$ cat src/rtl/mux_share_arbiter.sv
// rtl/mux_share_arbiter.sv - round-robin owner of a shared N:1 select mux with settle-then-sample
//
// Purpose:
//   N requesters share one N:1 select mux. A round-robin arbiter picks one
//   requester and drives the mux select lines. It then waits a programmable
//   settle interval so the mux propagation delay has elapsed. After that it
//   samples the fed-back mux output once for the granted requester. The grant
//   is held until that requester drops its request.
//
// Parameters:
//   N      number of requesters / mux inputs (must equal 2**SW)
//   SW     select width
//   SETTLE cycles spent in SETTLE before sampling; 0 is treated as 1
//
// Ports:
//   clk      in   1   system clock, rising edge
//   rst      in   1   asynchronous active-high reset
//   req      in   N   per-requester request, held until release
//   mux_out  in   1   output of the shared mux
//   sel      out  SW  registered mux select
//   grant    out  N   one-hot grant, all zero when idle
//   busy     out  1   high whenever the FSM is not in IDLE
//   done     out  1   one-cycle strobe: data holds a fresh sample
//   data     out  1   last sampled mux_out, held until the next sample

module mux_share_arbiter #(
  parameter int N      = 16,
  parameter int SW     = 4,
  parameter int SETTLE = 3
) (
  input  logic          clk,
  input  logic          rst,
  input  logic [N-1:0]  req,
  input  logic          mux_out,
  output logic [SW-1:0] sel,
  output logic [N-1:0]  grant,
  output logic          busy,
  output logic          done,
  output logic          data
);

  // A settle interval of zero would sample in the same cycle the select
  // moves, so it is clamped to one cycle.
  localparam int SETTLE_EFF = (SETTLE < 1) ? 1 : SETTLE;
  localparam int CW         = $clog2(SETTLE_EFF + 1);

  localparam logic [CW-1:0] CNT_INIT = CW'(SETTLE_EFF - 1);
  localparam logic [CW-1:0] CNT_ONE  = CW'(1);
  localparam logic [N-1:0]  ONE_N    = N'(1);
  localparam logic [SW-1:0] ONE_SW   = SW'(1);

  localparam logic [1:0] S_IDLE    = 2'd0;
  localparam logic [1:0] S_SETTLE  = 2'd1;
  localparam logic [1:0] S_SAMPLE  = 2'd2;
  localparam logic [1:0] S_RELEASE = 2'd3;

  logic [1:0]    r_state;
  logic [CW-1:0] r_cnt;
  logic [SW-1:0] r_ptr;
  logic [SW-1:0] r_sel;
  logic [N-1:0]  r_grant;
  logic          r_busy;
  logic          r_done;
  logic          r_data;

  logic          w_found;
  logic [SW-1:0] w_pick;
  logic [SW-1:0] w_idx;
  logic          w_req_g;
  logic [SW-1:0] w_ptr_next;

  // Round-robin pick. Walk the offsets from the highest down to zero, so
  // the smallest offset from r_ptr that has a request is written last and
  // wins. SW-bit addition wraps modulo N because N == 2**SW.
  always_comb begin
    w_found = 1'b0;
    w_pick  = r_ptr;
    w_idx   = '0;
    for (int i = N - 1; i >= 0; i--) begin
      w_idx = r_ptr + SW'(i);
      if (req[w_idx]) begin
        w_found = 1'b1;
        w_pick  = w_idx;
      end
    end
  end

  // While busy, r_sel always names the granted requester.
  assign w_req_g    = req[r_sel];
  assign w_ptr_next = r_sel + ONE_SW;

  always_ff @(posedge clk or posedge rst) begin
    if (rst) begin
      r_state <= S_IDLE;
      r_cnt   <= '0;
      r_ptr   <= '0;
      r_sel   <= '0;
      r_grant <= '0;
      r_busy  <= 1'b0;
      r_done  <= 1'b0;
      r_data  <= 1'b0;
    end else begin
      r_done <= 1'b0;
      case (r_state)
        S_IDLE: begin
          // r_sel is left alone when there is no request, so the mux
          // input stays put and nothing toggles needlessly.
          if (w_found) begin
            r_sel   <= w_pick;
            r_grant <= ONE_N << w_pick;
            r_cnt   <= CNT_INIT;
            r_busy  <= 1'b1;
            r_state <= S_SETTLE;
          end
        end

        S_SETTLE: begin
          // A withdrawn request aborts before any sample is taken.
          if (!w_req_g) begin
            r_grant <= '0;
            r_ptr   <= w_ptr_next;
            r_busy  <= 1'b0;
            r_state <= S_IDLE;
          end else if (r_cnt == '0) begin
            r_state <= S_SAMPLE;
          end else begin
            r_cnt <= r_cnt - CNT_ONE;
          end
        end

        S_SAMPLE: begin
          r_data  <= mux_out;
          r_done  <= 1'b1;
          r_state <= S_RELEASE;
        end

        S_RELEASE: begin
          // Grant and select hold until the owner lets go. The pointer then
          // moves past it, so it cannot be re-granted until it re-requests
          // and every other requester has had its turn.
          if (!w_req_g) begin
            r_grant <= '0;
            r_ptr   <= w_ptr_next;
            r_busy  <= 1'b0;
            r_state <= S_IDLE;
          end
        end

        default: begin
          r_grant <= '0;
          r_busy  <= 1'b0;
          r_state <= S_IDLE;
        end
      endcase
    end
  end

  assign sel   = r_sel;
  assign grant = r_grant;
  assign busy  = r_busy;
  assign done  = r_done;
  assign data  = r_data;

endmodule
$ cat config.mk
export PLATFORM = sky130hd
export DESIGN_NAME = mux_share_arbiter
export DESIGN_NICKNAME = d
export VERILOG_FILES = /design/src/rtl/mux_share_arbiter.sv
export SDC_FILE = /design/constraint.sdc
export NUM_CORES = 1
export LEC_CHECK = 0
export CORE_ASPECT_RATIO = 1.75
export CORE_UTILIZATION = 51
export CTS_BUF_LIST = sky130_fd_sc_hd__clkbuf_2
export DETAILED_ROUTE_END_ITERATION = 8
export GPL_ROUTABILITY_DRIVEN = 0
export PLACE_DENSITY = 0.73
export SLEW_MARGIN = 0
export SYNTH_ARGS = -nofsm -noshare
export SYNTH_HDL_FRONTEND = slang
export SYNTH_SLANG_ARGS = --single-unit
$ cat constraint.sdc
create_clock -name clk -period 7.7 [get_ports clk]
set_input_delay 0.77 -clock clk [delete_from_list [all_inputs] [get_ports clk]]
set_output_delay 0.77 -clock clk [all_outputs]
set_load 0.05 [all_outputs]
; ---- Yosys cells after proc, flatten, opt, wreduce, memory -nomap -nowiden
; Cells that the tools add are included.
; Widths: inputs -> output; s select.
[totals]
word_cells = 145
mem_bits_rw = 0
rom_bits = 0
n_memories = 0
latch_bits = 0
inputBits = 19
register_bits = 31
output_inout_bits = 23
[classes]
eq_ne = 9
div = 0
mux = 82
shift = 1
add_sub_neg = 17
bitwise_logic = 1
reduce_logical = 10
magnitude_cmp = 17
mul = 0
[ops]
columns = cell, count
row1 = $lt 4x5->1 const B, 17
row2 = $bmux 1 s4, 17
row3 = $mux 4, 16
row4 = $mux 1, 36
row5 = $add 4x4->4 const B, 8
row6 = $mux 16, 2
row7 = $pmux 16 s2, 1
row8 = $add 4x3->4 const B, 4
row9 = $shl 1x4->16 const A, 1
row10 = $mux 2, 7
row11 = $ne 2x2->1 const B, 5
row12 = $add 4x1->4 const B, 2
row13 = $add 4x2->4 const B, 2
row14 = $pmux 2 s4, 1
row15 = $reduce_and 3->1, 2
row16 = $eq 2x2->1 const B, 2
row17 = $logic_not 2->1, 2
row18 = $pmux 2 s2, 1
row19 = $reduce_and 2->1, 2
row20 = $reduce_and 4->1, 1
row21 = $reduce_bool 2->1, 2
row22 = $ne 3x3->1 const B, 1
row23 = $eq 2x1->1 const B, 1
row24 = $pmux 1 s2, 1
row25 = other kinds (3), 3

; ---- Depth between registers and ports, before layout
; Gate-level depths: netlist of run 1.
[logic_depth]
depth_word = 22
mapped_depth = 16

; ---- Worst setup path after synthesis of run 1
; Ideal clock, no wire load.
[synth_timing]
kind = reg2reg
start = register r_ptr[0]
end = register r_grant[14], in the netlist grant[14]
t_required_ns = 7.590
path_buffers = 6
setup_slack_ns = 3.865
setup_time_ns = 0.110
arrival_time_ns = 3.725
period_less_slack_ns = 3.835
path_stages_with_launch = 16
path_cell_list = dfrtp_1 -> buf_6 -> buf_6 -> buf_4 -> inv_2 -> ha_1 -> buf_2 -> buf_2 -> mux4_2 -> mux4_2 -> or3_1 -> a211oi_1 -> o311ai_1 -> a22o_1 -> buf_4 -> o41ai_1
[synth_between]
elab_chain_len = 22
[synth_lines]
columns = item, line_no
row1 = "start, declared", 59  ; logic [SW-1:0] r_ptr;
row2 = "start signal, assigned", 121  ; r_ptr <= w_ptr_next;
row3 = "start signal, assigned", 143  ; r_ptr <= w_ptr_next;
row4 = $add 4x4->4, 80  ; w_idx = r_ptr + SW'(i);
row5 = $bmux 1 s4, 81  ; if (req[w_idx]) begin
row6 = $mux 1 (implied by the code), 81
row7 = $mux 4 (16 in a row), 81
row8 = $shl 1x4->16, 110  ; r_grant <= ONE_N << w_pick;
row9 = $mux 16, 108  ; if (w_found) begin
row10 = $pmux 16 s2, 104  ; case (r_state)
row11 = "end signal, assigned", 110
row12 = "end, declared", 61  ; logic [N-1:0] r_grant;
; Parallel ways exist; a longest one is shown, timed or not. The select of a mux whose other input is x is not followed.
; A chain may end at the register's enable or synchronous reset.

; ---- Worst setup path in the final report of run 1
[layout_timing]
start = register r_ptr[2]
end = register r_grant[6], in the netlist grant[6]
; Same word-level chain as after synthesis.

==> results of run 1 <==
## synth_stat cells (all sizes together), types with 3 or more instances
cell type / n / area (sq um)
o21ai: 16 / 87.6
a21oi: 23 / 119
inv: 17 / 63.8
nand2: 23 / 86.3
a311oi: 3 / 26.3
nor3: 7 / 40.0
a211oi: 4 / 30.0
o22ai: 3 / 18.8
a21boi: 3 / 22.5
a221oi: 5 / 56.3
mux2i: 27 / 282
clkbuf: 6 / 22.5
xor2: 5 / 51.3
xnor2: 11 / 119
dfrtp: 31 / 776
nor2: 28 / 108
ha: 9 / 113
nand3: 22 / 110
buf: 17 / 118
o41ai: 16 / 170
and2: 3 / 18.8
nand2b: 3 / 18.8
o211ai: 3 / 22.5
a22o: 4 / 35.0
mux4: 41 / 942
a22oi: 4 / 30.0
mux2: 10 / 113
nand4: 3 / 18.8
## critical path: cells and delay by family, from the launching register on
kind,cells,cell delay (ns)
DFF,1,0.87
muxes,2,0.73
AOI/OAI and AO/OA,5,1.54
buffers and inverters,2,0.72
adders and majority gates,1,0.54
## worst max-delay path by stage
| stage | from | end | slack [ns] |
|---|---|---|---|
| floorplan | r_ptr[0] | grant[14] | 3.87 |
| global placement | req[1] | grant[14] | 3.37 |
| detailed placement | r_ptr[2] | grant[6] | 3.30 |
| CTS | r_ptr[2] | grant[9] | 3.26 |
| global route | r_ptr[2] | grant[10] | 2.84 |
| finish | r_ptr[2] | grant[6] | 3.17 |
## state kept, by name, summed over array words and instances, names as in the netlist, named ones only
register	flops
data	1
sel	4
r_state	1
grant	16
r_cnt	2
done	1
busy	1
r_ptr	4
## kinds of logic after synthesis
group	after synthesis	share of synthesized area, %
adder cells (fa/ha/maj)	9	2.88
buffers and inverters	42	5.41
XOR/XNOR	16	4.36
flip-flops	31	19.9
AO/OA/AOI/OAI	102	20.6
AND/OR/NAND/NOR	101	12.7
multiplexers	78	34.2
## metrics by stage
step | instance area (sq um) | cells | hold slack [ns] | utilization [%]
final | 4360 | 495 | 0.519 | 59.8
after global placement | 4320 | 488 | 0.483 | 59.3
after CTS | 4360 | 495 | 0.524 | 59.8
after floorplan | 3910 | 379 | 0.514 | -
after detailed placement | 4320 | 488 | 0.488 | 59.3
after global routing | 4360 | 495 | 0.541 | 59.8
## area by class of cell
class / count / area (sq um)
clock buffer: 5 / 25.0
clock inverter: 2 / 8.76
fill: 618 / 2930
inverter: 19 / 71.3
multi-input combinational: 306 / 2920
sequential: 31 / 776
tap: 86 / 108
timing repair buffer: 46 / 448
## per-layer routing
layer  up-vias  routed length (um)  GRT usage, %
met5         -                   0             0
met4         0                 902          22.9
met3        62                 605          2.81
met2       203                6320          53.6
met1      1823                3970          33.7
li1       1573                   -             -
==> results.txt, run 1 <==
Post-Syn Area: 3910 sq um
CTS root buffer: clkbuf_2
setup TNS: 0 ns
Post-DP HPWL: 9.16 mm
register-to-register setup slack: 3.17 ns
Final Critical Period: 4.53 ns
Final WS setup: 3.17 ns
Num CTS Buffers: 5
Pre-antenna DRT Iters: 5
most frequent cells in the layout: 41 x clkdlybuf4s50_1, 36 x mux4_2, 31 x dfrtp_1, 27 x nor2_1, 24 x mux2i_1
routed wire length: 11.8 mm
Overflow after GRT: 0
FMAX: 221 MHz
Cells after Synth: 379
hold_sp: grant[15]
Tot GR Track Use: 31.3%
Reg2Reg Depth: 10
slowest stage cell, crit path: dfrtp_1
initial antenna violation count: 0
hold path cells: 2
most used flip-flop cell after synthesis: dfrtp_1
Routed Antenna Nets: 0
distinct cell type count after synthesis: 70
Max-cap violations: 0
period utilization: 58.8%
DRC: 0
fin nets: 437
most common cell after layout, fill and taps aside: clkdlybuf4s50_1
IO buf count: 41
ys async rst share: 100%
number of synthesized flops with an enable pin: 0
kind of critical path: flop to flop
ANT cells: 0
critical-path cell list: inv_1, ha_1, inv_2, mux2i_1, mux2i_2, o31ai_1, a21oi_1, a2111oi_4, o21ai_2, o41ai_1
die area: 8030 sq um
Final setup viols: 0
CP Max Fanout: 19
Initial Utilization: 53.6%
# IOs: 42
share of layout cells above drive strength 1: 20.8%
first-pass GRT wire length: 18.5 mm
vias post-DR: 3,661
CTS tree: done
Worst Setup Start Kind: flop
dpl ws: 3.30 ns
Worst EP arrival: 4.80 ns
Seq/Total Area, Yosys: 19.9%
Yosys Warn Count: 0
worst skew pair latency: 0.40 ns
max incr delay on CP: 0.87 ns
CTS H-Tree Depth: 2
outcome: finished clean
Required @ worst endpoint: 7.98 ns
hold crit path type: flop to flop
Synthesized Nets: 407
reg2reg start: r_ptr[2]
FF-to-FF End: grant[6]
RSZ-0062 raised after global routing: no
initial drt markers: 300
Synth Area per Inst: 10.3 sq um
Via-to-Cell Ratio: 7.40
clock sinks: 31
Synth Register Bits: 31
# hold bufs at CTS: 0
Worst-Margin Slew: 1.01 ns
Final Skew: 0.0125 ns
largest net degree at the start of global routing: 29
Die Y: 118 um
final hold violation count: 0
Clock Pin Slew Worst Setup and Hold Paths: 0.15 ns
worst-case clock buffer depth: 2
WHS Endpoint: grant[15]
die width: 68.2 um
Setup Fix Bufs, Post-CTS: 0
Core ar.: 7280 sq um
Final Max Slew Viols: 0
Critical Path End Type: flop
row count: 41
area growth from synthesis to layout: 11.5%
Slew Limit Headroom: 32.8%
DR WL/cell: 23.8 um
vias in the first global route: 3,555
Resized Gates After CTS: 0
Power of run 1 is left out: the tool's default activity adds up to more than one toggle a clock period on the data nets, which glitch-free logic cannot reach.
==> run 2: changes to the inputs <==
- PLACE_DENSITY: 0.73 -> 0.76
- clock period: 7.7 -> 3.7 ns (I/O delays scaled with it)
==> run 2 against run 1 <==
Global-route usage rose by 3.3 points. Worst setup slack got worse by 3.1 ns. Count of clock-buffer cells in the layout did not move. Wire length rose by 17%.
==> results.txt, run 2 (synthesis results as in run 1) <==
outcome: finished clean
DR WL/cell: 25.4 um
Reg2Reg Depth: 10
hold crit path type: input pin to asynchronous set/reset pin
Initial Utilization: 53.6%
Final Skew: 0.0163 ns
CTS H-Tree Depth: 2
worst skew pair latency: 0.40 ns
final instance area: 4860 sq um
Pre-antenna DRT Iters: 5
fin nets: 482
most common cell after layout, fill and taps aside: buf_4
Worst EP arrival: 3.94 ns
filler instances: 555
Final setup viols: 0
area growth from synthesis to layout: 24.3%
vias in the first global route: 3,889
initial drt markers: 350
Final Max Slew Viols: 0
crit-path most repeated cell: mux4_2
Hold WS: 0.390 ns
initial antenna violation count: 0
Final Critical Period: 3.67 ns
Core ar.: 7280 sq um
CP Max Fanout: 20
share of layout cells above drive strength 1: 31.4%
die area: 8030 sq um
routed wire length: 13.8 mm
reg2reg start: r_ptr[0]
Post-DP HPWL: 10.1 mm
largest net degree at the start of global routing: 27
Tot GR Track Use: 34.6%
worst-case clock buffer depth: 2
IO buf count: 41
Critical Path Source: r_ptr[0]
critical-path cell list: buf_8, buf_4, mux4_2, mux4_2, a221oi_2, a211oi_1, o21ai_2, a22oi_2, buf_12, o41ai_1
Critical Path End Type: flop
Overflow after GRT: 0
Required @ worst endpoint: 3.98 ns
# hold bufs at CTS: 0
Num CTS Buffers: 5
final hold violation count: 0
FMAX: 273 MHz
Routed Antenna Nets: 0
Die Y: 118 um
first-pass GRT wire length: 20.3 mm
max incr delay on CP: 0.63 ns
CTS tree: done
Final WS setup: 0.0345 ns
Clock Pin Slew Worst Setup and Hold Paths: 0.17 ns
Worst-Margin Slew: 0.784 ns
kind of critical path: flop to flop
final core occ: 66.7%
clock sinks: 31
most frequent cells in the layout: 46 x buf_4, 41 x clkdlybuf4s50_1, 36 x mux4_2, 31 x dfrtp_1, 27 x nor2_1
Via-to-Cell Ratio: 7.26
row count: 41
# IOs: 42
vias post-DR: 3,933
Slew Limit Headroom: 47.7%
DRC: 0
Worst Setup Start Kind: flop
dpl ws: -0.209 ns
Largest register FFs: 16
die width: 68.2 um
slowest stage cell, crit path: mux4_2
placed instance area: 4630 sq um
period utilization: 99.1%
Max-cap violations: 0
CTS root buffer: clkbuf_2
[run 2: cell count changes in the layout (fill, tap and decap cells not counted), moves of 2 or more]
| cell | previous run | this run |
|---|---|---|
| buf_4 | 5 | 46 |
| nor3_1 | 6 | 4 |
| o311ai_1 | 2 | 0 |
| o41ai_1 | 12 | 10 |
| o41ai_2 | 4 | 6 |
[run 2: path summary, 6_finish.rpt]
path,slack [ns],end
hold reg to reg,0.51,busy
hold / removal,0.39,r_state[0]
max in group asynchronous,2.62,grant[9]
setup reg to reg,0.03,grant[9]
min in group clk,0.51,busy
setup / recovery,0.03,grant[9]
[run 2: area by class of cell]
| type | count | area [sq um] | share of cell area, % |
|---|---|---|---|
| Tap cell | 86 | 108 | 2.22 |
| Multi-Input combinational cell | 307 | 3030 | 62.4 |
| Inverter | 19 | 73.8 | 1.52 |
| Sequential cell | 31 | 776 | 16.0 |
| Clock buffer | 5 | 25.0 | 0.515 |
| Clock inverter | 3 | 38.8 | 0.799 |
| Antenna cell | 1 | 2.50 | 0.0515 |
| Timing Repair Buffer | 90 | 802 | 16.5 |
[run 2: worst max-delay path: cells and delay by family, from the launching register on]
family / cells / cell delay [ns]
DFF: 1 / 0.46
buffers and inverters: 3 / 0.62
muxes: 2 / 1.22
AOI/OAI and AO/OA: 5 / 1.23
[run 2: routing by layer]
layer	wire, um	track usage, %	share of wire, %
met5	0	0	0
met2	7240	58.2	53
met3	990	3.88	7.2
met4	1240	25.1	9.0
met1	4310	37.8	31
[run 2: stage by stage]
step                      instances  setup TNS [ns]
after floorplan                 379               0
after global placement          528           -1.32
after detailed placement        528           -1.75
after CTS                       536               0
after global routing            541          -0.165
final                           542               0
[run 2: what timing repair did]
action                     CTS  global route
cloned                       0             1
pin swaps                    0             3
resized for setup            5            14
setup buffers                0             4
setup endpoints to repair   16            21
Power of run 2 is left out for the same reason.
